## config.mk

```make
export PLATFORM = sky130hd
export DESIGN_NAME = fp_div_issue
export DESIGN_NICKNAME = d
export VERILOG_FILES = /design/src/rtl/fp_div_issue.sv
export SDC_FILE = /design/constraint.sdc
export NUM_CORES = 1
export LEC_CHECK = 0
export CAP_MARGIN = 20
export CORE_MARGIN = 8
export CORE_UTILIZATION = 50
export DETAILED_ROUTE_END_ITERATION = 10
export GPL_ROUTABILITY_DRIVEN = 1
export GPL_TIMING_DRIVEN = 0
export HOLD_SLACK_MARGIN = 0.02
export PLACE_DENSITY = 0.71
export SLEW_MARGIN = 5
export SYNTH_ARGS = -nofsm -noshare
export SYNTH_HDL_FRONTEND = slang
export SYNTH_SLANG_ARGS = --single-unit
```

## constraint.sdc

```tcl
create_clock -name clk -period 3.82 [get_ports clk]
set_clock_uncertainty 0.1 [all_clocks]
set_input_delay 0.573 -clock clk [delete_from_list [all_inputs] [get_ports clk]]
set_output_delay 0.573 -clock clk [all_outputs]
set_load 0.02 [all_outputs]
```

## src/rtl/fp_div_issue.sv

```systemverilog
// Issue/sequencing stage in front of the FP32 iterative divider: input FIFO, one op in flight, registered result slot.
// Optional macro DIV_TIMEOUT_EN adds a WAIT timeout that emits a quiet-NaN result and a DRAIN state.
module fp_div_issue #(
  parameter int unsigned DEPTH   = 4,
  parameter int unsigned TAG_W   = 4,
  parameter int unsigned TIMEOUT = 64
) (
  input  logic                       clk,
  input  logic                       reset_n,
  input  logic                       in_valid,
  output logic                       in_ready,
  input  logic [31:0]                in_a,
  input  logic [31:0]                in_b,
  input  logic [TAG_W-1:0]           in_tag,
  output logic                       div_en,
  output logic [31:0]                div_a,
  output logic [31:0]                div_b,
  input  logic                       div_ready,
  input  logic [31:0]                div_result,
  input  logic                       div_nan,
  output logic                       out_valid,
  input  logic                       out_ready,
  output logic [31:0]                out_result,
  output logic                       out_nan,
  output logic [TAG_W-1:0]           out_tag,
  output logic                       out_timeout,
  output logic                       busy,
  output logic [$clog2(DEPTH+1)-1:0] count
);

  localparam int unsigned PTR_W = $clog2(DEPTH);
  localparam int unsigned CNT_W = $clog2(DEPTH + 1);

  if (DEPTH < 2 || (DEPTH & (DEPTH - 1)) != 0) begin : g_bad_depth
    $error("fp_div_issue: DEPTH must be a power of 2 and at least 2");
  end
  if (TIMEOUT < 2) begin : g_bad_timeout
    $error("fp_div_issue: TIMEOUT must be at least 2");
  end

  typedef struct packed {
    logic [TAG_W-1:0] tag;
    logic [31:0]      a;
    logic [31:0]      b;
  } entry_t;

`ifdef DIV_TIMEOUT_EN
  typedef enum logic [1:0] {S_IDLE, S_ISSUE, S_WAIT, S_DRAIN} state_t;
  localparam int unsigned TMO_W = $clog2(TIMEOUT);
  localparam logic [31:0] QNAN  = 32'h7FC0_0000;
  logic [TMO_W-1:0] tmo_cnt, tmo_cnt_d;
  logic             out_timeout_d;
`else
  typedef enum logic [1:0] {S_IDLE, S_ISSUE, S_WAIT} state_t;
`endif

  state_t           state, state_d;
  entry_t           mem [DEPTH];
  entry_t           head;
  logic [PTR_W-1:0] wr_ptr, rd_ptr;
  logic             push, pop;
  logic             div_en_d, out_valid_d, out_nan_d;
  logic [31:0]      div_a_d, div_b_d, out_result_d;
  logic [TAG_W-1:0] out_tag_d;

  assign in_ready = (count != CNT_W'(DEPTH));
  assign push     = in_valid && in_ready;
  assign head     = mem[rd_ptr];
  assign busy     = (state != S_IDLE) || (count != '0);

  // FIFO storage; pointers and occupancy live in the main register block
  always_ff @(posedge clk) begin
    if (push) begin
      mem[wr_ptr] <= '{tag: in_tag, a: in_a, b: in_b};
    end
  end

  // Next-state and registered-output logic
  always_comb begin
    state_d      = state;
    div_en_d     = 1'b0;
    div_a_d      = div_a;
    div_b_d      = div_b;
    out_valid_d  = out_valid;
    out_result_d = out_result;
    out_nan_d    = out_nan;
    out_tag_d    = out_tag;
    pop          = 1'b0;
`ifdef DIV_TIMEOUT_EN
    tmo_cnt_d     = tmo_cnt;
    out_timeout_d = out_timeout;
`endif
    if (out_valid && out_ready) begin
      out_valid_d = 1'b0;
    end
    case (state)
      S_IDLE: begin
        if (count != '0 && !out_valid) begin
          div_a_d  = head.a;
          div_b_d  = head.b;
          div_en_d = 1'b1;
          state_d  = S_ISSUE;
        end
      end
      S_ISSUE: begin
`ifdef DIV_TIMEOUT_EN
        tmo_cnt_d = '0;
`endif
        state_d = S_WAIT;
      end
      S_WAIT: begin
        // A real completion on the timeout cycle takes priority
        if (div_ready) begin
          out_result_d = div_result;
          out_nan_d    = div_nan;
          out_tag_d    = head.tag;
          out_valid_d  = 1'b1;
          pop          = 1'b1;
          state_d      = S_IDLE;
`ifdef DIV_TIMEOUT_EN
          out_timeout_d = 1'b0;
        end else if (tmo_cnt == TMO_W'(TIMEOUT - 1)) begin
          out_result_d  = QNAN;
          out_nan_d     = 1'b1;
          out_tag_d     = head.tag;
          out_timeout_d = 1'b1;
          out_valid_d   = 1'b1;
          pop           = 1'b1;
          state_d       = S_DRAIN;
        end else begin
          tmo_cnt_d = tmo_cnt + TMO_W'(1);
`endif
        end
      end
`ifdef DIV_TIMEOUT_EN
      S_DRAIN: begin
        // The abandoned op still completes eventually; swallow that pulse
        if (div_ready) begin
          state_d = S_IDLE;
        end
      end
`endif
      default: state_d = S_IDLE;
    endcase
  end

  always_ff @(posedge clk) begin
    if (!reset_n) begin
      state      <= S_IDLE;
      wr_ptr     <= '0;
      rd_ptr     <= '0;
      count      <= '0;
      div_en     <= 1'b0;
      div_a      <= '0;
      div_b      <= '0;
      out_valid  <= 1'b0;
      out_result <= '0;
      out_nan    <= 1'b0;
      out_tag    <= '0;
    end else begin
      state      <= state_d;
      count      <= count + CNT_W'(push) - CNT_W'(pop);
      div_en     <= div_en_d;
      div_a      <= div_a_d;
      div_b      <= div_b_d;
      out_valid  <= out_valid_d;
      out_result <= out_result_d;
      out_nan    <= out_nan_d;
      out_tag    <= out_tag_d;
      if (push) begin
        wr_ptr <= wr_ptr + PTR_W'(1);
      end
      if (pop) begin
        rd_ptr <= rd_ptr + PTR_W'(1);
      end
    end
  end

`ifdef DIV_TIMEOUT_EN
  always_ff @(posedge clk) begin
    if (!reset_n) begin
      tmo_cnt     <= '0;
      out_timeout <= 1'b0;
    end else begin
      tmo_cnt     <= tmo_cnt_d;
      out_timeout <= out_timeout_d;
    end
  end
`else
  assign out_timeout = 1'b0;
`endif

endmodule

```

# Word-level counts from Yosys, hierarchy flattened
# Memories as Yosys holds them, arrays and structs flattened. A register that Yosys moved wholly into a read port is not among the register bits.
# Index checks and enable logic that the tools add are counted.
# classes
addsub,4
mul,0
n_div,0
n_lt_le_gt_ge,0
n_eq_ne,5
shifts,0
n_mux,13
n_bitwise,0
n_reduce_logical,12
# op_table
operator,n
1-bit 2-to-1 mux,8
2-bit 2-to-1 mux,4
2-bit AND reduction,4
2-bit one-hot mux with 3 select lines,1
"2-bit by 1-bit adder with 2-bit output, second input constant",2
"2-bit inequality test, second input constant",2
3-bit by 1-bit adder with 3-bit output,1
1-bit logical AND,3
"3-bit inequality test, second input constant",1
3-bit nonzero test,1
3-bit by 1-bit subtractor with 3-bit output,1
"2-bit by 1-bit == test with 1-bit output, second input constant",1
"2-bit == test, second input constant",1
2-bit logical NOT,1
2-bit nonzero test,1
1-bit logical NOT,1
1-bit logical OR,1
# word_totals
reg_bits,112
latchBits,0
mem_bits_rw,272
romBits,0
input_bits,106
out_inout_bits,109
wordCells,46
n_memories,1
# mem_list
name,depth,word_bits,read_ports,rd_clocked_by_memory_dff,write_ports,line,source
mem,4,68,1,1,1,58,entry_t mem [DEPTH];

# Longest topological paths before layout
# Gate-level depths: netlist of run 1.
# depth
ltp_word,4
ltp_mapped,10
mapped_depth_nobuf,9

# Least setup slack after synthesis of run 1
# OpenSTA, ideal clock, no wires.
# synth_path
path_kind,register to register
start,register count[0]
end,"memory mem[0][0] (netlist bit), enable pin"
setup_time_ps,434
arrival_ps,2718
t_required_ps,3286
setup_slack_ps,569
stages_incl_launch_ff,4
n_path_buf,1
synth_period_minus_slack_ps,3251
cell_sequence,dfxtp_1 or3b_1 clkbuf_1 and3_1
# synth_via
elab_chain_len,4
# synth_lines
item,line,source
"start, declared",28,output logic [$clog2(DEPTH+1)-1:0] count
"start signal, assigned",162,count <= count + CNT_W'(push) - CNT_W'(pop);
3-bit inequality test,66,assign in_ready = (count != CNT_W'(DEPTH));
named net in_ready,11,"output logic in_ready,"
1-bit logical AND,67,assign push = in_valid && in_ready;
1-bit 2-to-1 mux,73,if (push) begin
1-bit 2-to-1 mux (not written as such),74,"mem[wr_ptr] <= '{tag: in_tag, a: in_a, b: in_b};"
"end, declared",58,
# The timed path passes the listed nets, and every way through them passes these cells.

# Worst setup path in the final report of run 1
# layout_path
start,register count[2]
end,output in_ready
# layout_via
elab_chain_len,1
# layout_lines
item,line
3-bit inequality test,66
"end, declared",11
# Every way passes these cells.

==> impl_metrics.json, run 1 <==
{
  "slew_violations": 0,
  "synth_seq_cells": 386,
  "syn_nets": 909,
  "drt_first_pass_iters": 4,
  "cts_root_buf": "clkbuf_16",
  "grt-ovfl-total": 0,
  "crit_fanout": 10,
  "dpl.cell_count": 1389,
  "clkTransAtPathRegs_ns": 0.06,
  "vias": 7633,
  "antenna_cells": 0,
  "end_kind": "primary output",
  "max_slew_margin_pct": 47.2,
  "start_util_pct": 50.4,
  "synth-simple-area-share_pct": 4.90,
  "vias_per_cell": 5.22,
  "drive_gt1_share_pct": 15.0,
  "nNetsFinal": 1166,
  "rr_worst_depth": 10,
  "syn-instance-count": 796,
  "final_common_cell": "edfxtp_1",
  "power_leakage_nw": 5.82,
  "fillCellCount": 2030,
  "worstPathCellList": "or3b_1 -> clkbuf_1 -> clkdlybuf4s50_1",
  "postCtsSetupBuffers": 0,
  "most-common-layout-cells": "edfxtp_1, clkdlybuf4s50_1, nand2_1, dfxtp_1, mux4_2",
  "cp_slowest_cell": "clkdlybuf4s50_1",
  "numPortBuffers": 211,
  "die_height_um": 183,
  "syn-cell-area_um2": 13900,
  "setup_viol": 0,
  "clock_latency_ns": 0.51,
  "synth-compound-area-share_pct": 5.64,
  "place.gp.congestion": 0.722,
  "area_growth_pct": 28.9,
  "cts.hold.buffers_added": 0,
  "fin_util_pct": 65.0,
  "synth_fa_ha_area_share_pct": 0.683,
  "outcome": "finished clean",
  "synth_top_family_by_area": "multiplexers",
  "synthMuxAreaShare_pct": 11.2,
  "ios": 215,
  "die_x_um": 183,
  "critical_path_class": "reg -> out",
  "dp_slack_ns": 0.791,
  "drc": 0,
  "numClockSinks": 386,
  "rsz0062_at_grt": "no",
  "slowest_delay_ns": 0.60,
  "stdcell_count": 1463,
  "synth_xor_area_share_pct": 0.189,
  "period_minus_slack_ns": 2.77,
  "grt_pass1_vias": 8059,
  "htreeDepth": 2,
  "die-area_um2": 33400,
  "grt_max_degree": 42,
  "ant_nets": 0,
  "hold_path_depth": 2,
  "power_density_nw_per_um2": 665,
  "tightest_slew_ns": 0.787,
  "tritoncts": "built",
  "grt_pass1_wl_um": 45500,
  "hold_viol": 0,
  "cp.arrival_ns": 2.10,
  "yosysUniqueCellTypes": 34,
  "fin_area_um2": 17900,
  "core_um2": 27600,
  "worstHoldPathType": "reg -> reg",
  "maxCapViolations": 0,
  "avgSynthCellArea_um2": 17.5,
  "rows": 61,
  "multi_input_area_um2": 3170,
  "period_share_pct": 72.6,
  "dpl-instance-area_um2": 16600,
  "dp_hpwl_um": 19500,
  "wl_per_cell_um": 20.1,
  "track_usage_pct": 17.6,
  "clk_path_buf_depth": 3,
  "drtIter0Drc": 399,
  "fin_ws_ns": 1.05,
  "cts_resized": 0,
  "fmax_mhz": 360,
  "cts_buffers": 40,
  "regArea_um2": 10500,
  "whs_ns": 0.354,
  "synth-warning-count": 0,
  "synth_seq_area_share_pct": 75.0,
  "grt_antenna_before_repair": 2,
  "cp-start-kind": "flop",
  "peakVddDrop_uv": 495,
  "required_ns": 3.15,
  "drt_wl_total_um": 29500
}
## cell type report
type / instances / share of cell area, %
Timing Repair Buffer: 215 / 12.3
Clock inverter: 10 / 0.579
Clock buffer: 64 / 6.76
Inverter: 8 / 0.167
Multi-Input combinational cell: 350 / 17.6
Buffer: 52 / 1.67
Tap cell: 378 / 2.63
Sequential cell: 386 / 58.2
## cells in the mapped netlist (all sizes together)
cell type / number / area (um^2)
xnor2: 3 / 26.3
a21oi: 41 / 205
a21o: 2 / 15.0
buf: 31 / 220
conb: 1 / 3.75
or3: 1 / 6.26
and2: 3 / 18.8
nand3: 2 / 10.0
fa: 1 / 20.0
nor3: 1 / 10.0
nand2: 140 / 526
mux2i: 1 / 10.0
and3: 4 / 25.0
dfxtp: 114 / 2280
mux4: 68 / 1540
nand2b: 1 / 6.26
o2bb2ai: 64 / 561
inv: 8 / 30.0
edfxtp: 272 / 8170
nor4: 1 / 21.3
clkbuf: 21 / 78.8
nand3b: 1 / 7.51
or3b: 1 / 8.76
ha: 6 / 75.1
nor2: 5 / 18.8
nor4b: 2 / 23.8
o21ai: 1 / 5.00
## power by group
part	internal (W)	leakage [nW]	total [W]	switching (W)
clock	0.00231	0.645	0.00380	0.00149
combinational	0.00126	1.75	0.00276	0.00149
sequential	0.00509	3.42	0.00537	0.000279
total	0.00866	5.82	0.0119	0.00326
## kinds of logic after synthesis
logic type	Yosys count
AO/OA/AOI/OAI	108
XOR/XNOR	3
adder cells (fa/ha/maj)	7
buffers and inverters	60
flip-flops	386
multiplexers	69
other	1
AND/OR/NAND/NOR	162
## path summary, 6_finish.rpt
kind                   from        endpoint  slack, ns
max                count[2]        in_ready       1.05
min          out_result[19]  out_result[19]       0.35
max reg2reg        count[2]        count[2]       1.32
min reg2reg  out_result[19]  out_result[19]       0.35
## registers in the layout, summed over array words and instances, names as in the netlist, named ones only
| signal | cells |
|---|---|
| div_a | 32 |
| state | 2 |
| div_b | 32 |
| rd_ptr | 2 |
| out_tag | 4 |
| count | 3 |
| div_en | 1 |
| wr_ptr | 2 |
| out_valid | 1 |
| out_nan | 1 |
| mem | 272 |
| out_result | 32 |
## metal layers
metal | global-route usage [%] | share of wire, % | vias to the layer above
met1 | 22.2 | 41 | 3768
li1 | - | - | 3586
met2 | 29.8 | 49 | 221
met5 | 0 | 0.092 | -
met3 | 4.39 | 6.8 | 54
met4 | 5.11 | 2.4 | 4
## metrics by stage
stage	setup TNS, ns	total power [W]
2_1_floorplan	0	0.00692
3_3_place_gp	-141.31	0.00821
3_5_place_dp	0	0.00826
4_1_cts	0	0.0121
5_1_grt	0	0.0124
6_report	0	0.0119
## critical path, delay by kind of cell, from the launching register on
family,cells,cell delay [ns]
flip-flops,1,0.41
AND/OR/NAND/NOR,1,0.36
buffers and inverters,2,0.83
Note: power is estimated with default switching activity, not from simulation.
==> inputs of run 2 (changes only) <==
==> constraint.sdc (replaced) <==
create_clock -name clk -period 2.7 [get_ports clk]
set_clock_uncertainty 0.1 [all_clocks]
set_input_delay 0.405 -clock clk [delete_from_list [all_inputs] [get_ports clk]]
set_output_delay 0.405 -clock clk [all_outputs]
set_load 0.02 [all_outputs]
==> impl_metrics.json, run 2 (synthesized netlist as in run 1, its figures left out) <==
{
  "outcome": "finished clean",
  "clkTransAtPathRegs_ns": 0.06,
  "power_leakage_nw": 5.77,
  "grt_max_degree": 54,
  "grt_pass1_vias": 7804,
  "hold_path_depth": 3,
  "path_delay_family": "simple AND/OR/NAND/NOR gates",
  "numClockSinks": 386,
  "period_share_pct": 93.1,
  "crit_buf_inv": 1,
  "track_usage_pct": 17.4,
  "fin_util_pct": 64.6,
  "rsz0062_at_grt": "no",
  "dp_hpwl_um": 19200,
  "setup_viol": 0,
  "crit_fanout": 10,
  "die_height_um": 183,
  "critical_path_class": "reg -> reg",
  "worstHoldPathType": "in -> reg",
  "largest_register_ffs": 272,
  "clock_latency_ns": 0.52,
  "cp_slowest_cell": "or3b_1",
  "slew_violations": 0,
  "cp-start-kind": "flop",
  "wl_per_cell_um": 20.2,
  "numPortBuffers": 211,
  "die-area_um2": 33400,
  "place.gp.congestion": 0.737,
  "die_x_um": 183,
  "fmax_mhz": 398,
  "maxCapViolations": 0,
  "area_growth_pct": 28.2,
  "cts_buffers": 40,
  "peakVddDrop_uv": 581,
  "rr_worst_depth": 9,
  "hold_viol": 0,
  "drc": 0,
  "tritoncts": "built",
  "max_slew_margin_pct": 36.0,
  "cp_num_cells": 9,
  "ios": 215,
  "nNetsFinal": 1165,
  "grt_antenna_before_repair": 1,
  "cts.hold.buffers_added": 0,
  "whs_ns": 0.257,
  "end_kind": "flop",
  "cts_root_buf": "clkbuf_16",
  "drive_gt1_share_pct": 14.6,
  "tightest_slew_ns": 0.954,
  "ant_nets": 0,
  "most-common-layout-cells": "edfxtp_1, clkdlybuf4s50_1, nand2_1, dfxtp_1, mux4_2",
  "drt_wl_total_um": 29400,
  "regMostFlops": "mem",
  "vias": 7667,
  "clk_path_buf_depth": 3,
  "start_util_pct": 50.4,
  "rows": 61,
  "setup_tns_ns": 0,
  "grt_pass1_wl_um": 44900,
  "core_um2": 27600,
  "worstPathCellList": "or3b_1 -> nand2_1 -> ha_1 -> inv_1 -> ha_1 -> fa_1 -> xnor2_1 -> xnor2_1 -> and2_1",
  "drt_first_pass_iters": 5,
  "vias_per_cell": 5.25,
  "postCtsSetupBuffers": 0,
  "drtIter0Drc": 512,
  "p_total_w": 0.0166,
  "slowest_delay_ns": 0.55,
  "grt-ovfl-total": 0,
  "required_ns": 3.01,
  "htreeDepth": 2,
  "cp.arrival_ns": 2.83,
  "power_density_nw_per_um2": 929,
  "period_minus_slack_ns": 2.51,
  "final_common_cell": "edfxtp_1"
}
==> run 2: changes by cell type in the layout (fill, tap and decap cells not counted), sizes merged <==
| cell | before | now |
|---|---|---|
| bufinv | 2 | 1 |
| clkbuf | 85 | 78 |
| clkdlybuf4s50 | 211 | 210 |
| clkinv | 6 | 12 |
| diode | 0 | 1 |
| dlymetal6s2s | 0 | 1 |
| inv | 10 | 9 |
==> run 2: power breakdown <==
| part | internal (W) | leakage [nW] | switching [W] | total (W) |
|---|---|---|---|---|
| Sequential | 0.00720 | 3.42 | 0.000400 | 0.00760 |
| Clock | 0.00295 | 0.593 | 0.00213 | 0.00508 |
| Combinational | 0.00179 | 1.76 | 0.00211 | 0.00389 |
==> run 2: worst min-delay path, stage by stage <==
cell     delay, ns
buf_1         0.21
nand3_1       0.14
a21oi_1       0.06
==> run 2: path summary, 6_finish.rpt <==
check                  from        endpoint  slack, ns
max                count[2]        count[2]       0.19
max reg2reg        count[2]        count[2]       0.19
min reg2reg  out_result[25]  out_result[25]       0.35
min                in_valid       wr_ptr[0]       0.26
==> run 2: timing repair <==
action                                  4_1_cts  5_1_grt
endpoints found under the hold margin         0        0
resized for setup                             0        1
endpoints found under the setup margin        0        2
==> run 2: layer usage <==
metal	routed length [um]	vias up	GRT usage, %	share of wire [%]
met1	12700	3814	22.8	43
met3	1900	43	4.37	6.4
met2	14400	228	29.1	49
li1	-	3580	-	-
met4	423	2	3.97	1.4
met5	13	-	0	0.044
==> run 2: final cells by class <==
cell class	count	area [um^2]
buffer	51	295
tap	378	473
antenna	1	2.50
multi-input combinational	350	3170
clock inverter	14	95.1
clock buffer	58	1110
sequential	386	10500
fill	2020	9780
inverter	8	30.0
timing repair buffer	215	2220
==> run 2: through the flow <==
stage / cell area [um^2] / setup slack, ns / instances
6_report: 17800 / 0.187 / 1461
4_1_cts: 17800 / 0.0302 / 1461
2_1_floorplan: 13900 / 0.108 / 796
3_5_place_dp: 16600 / -0.187 / 1389
5_1_grt: 17800 / 0.0906 / 1460
3_3_place_gp: 16500 / -0.328 / 1385
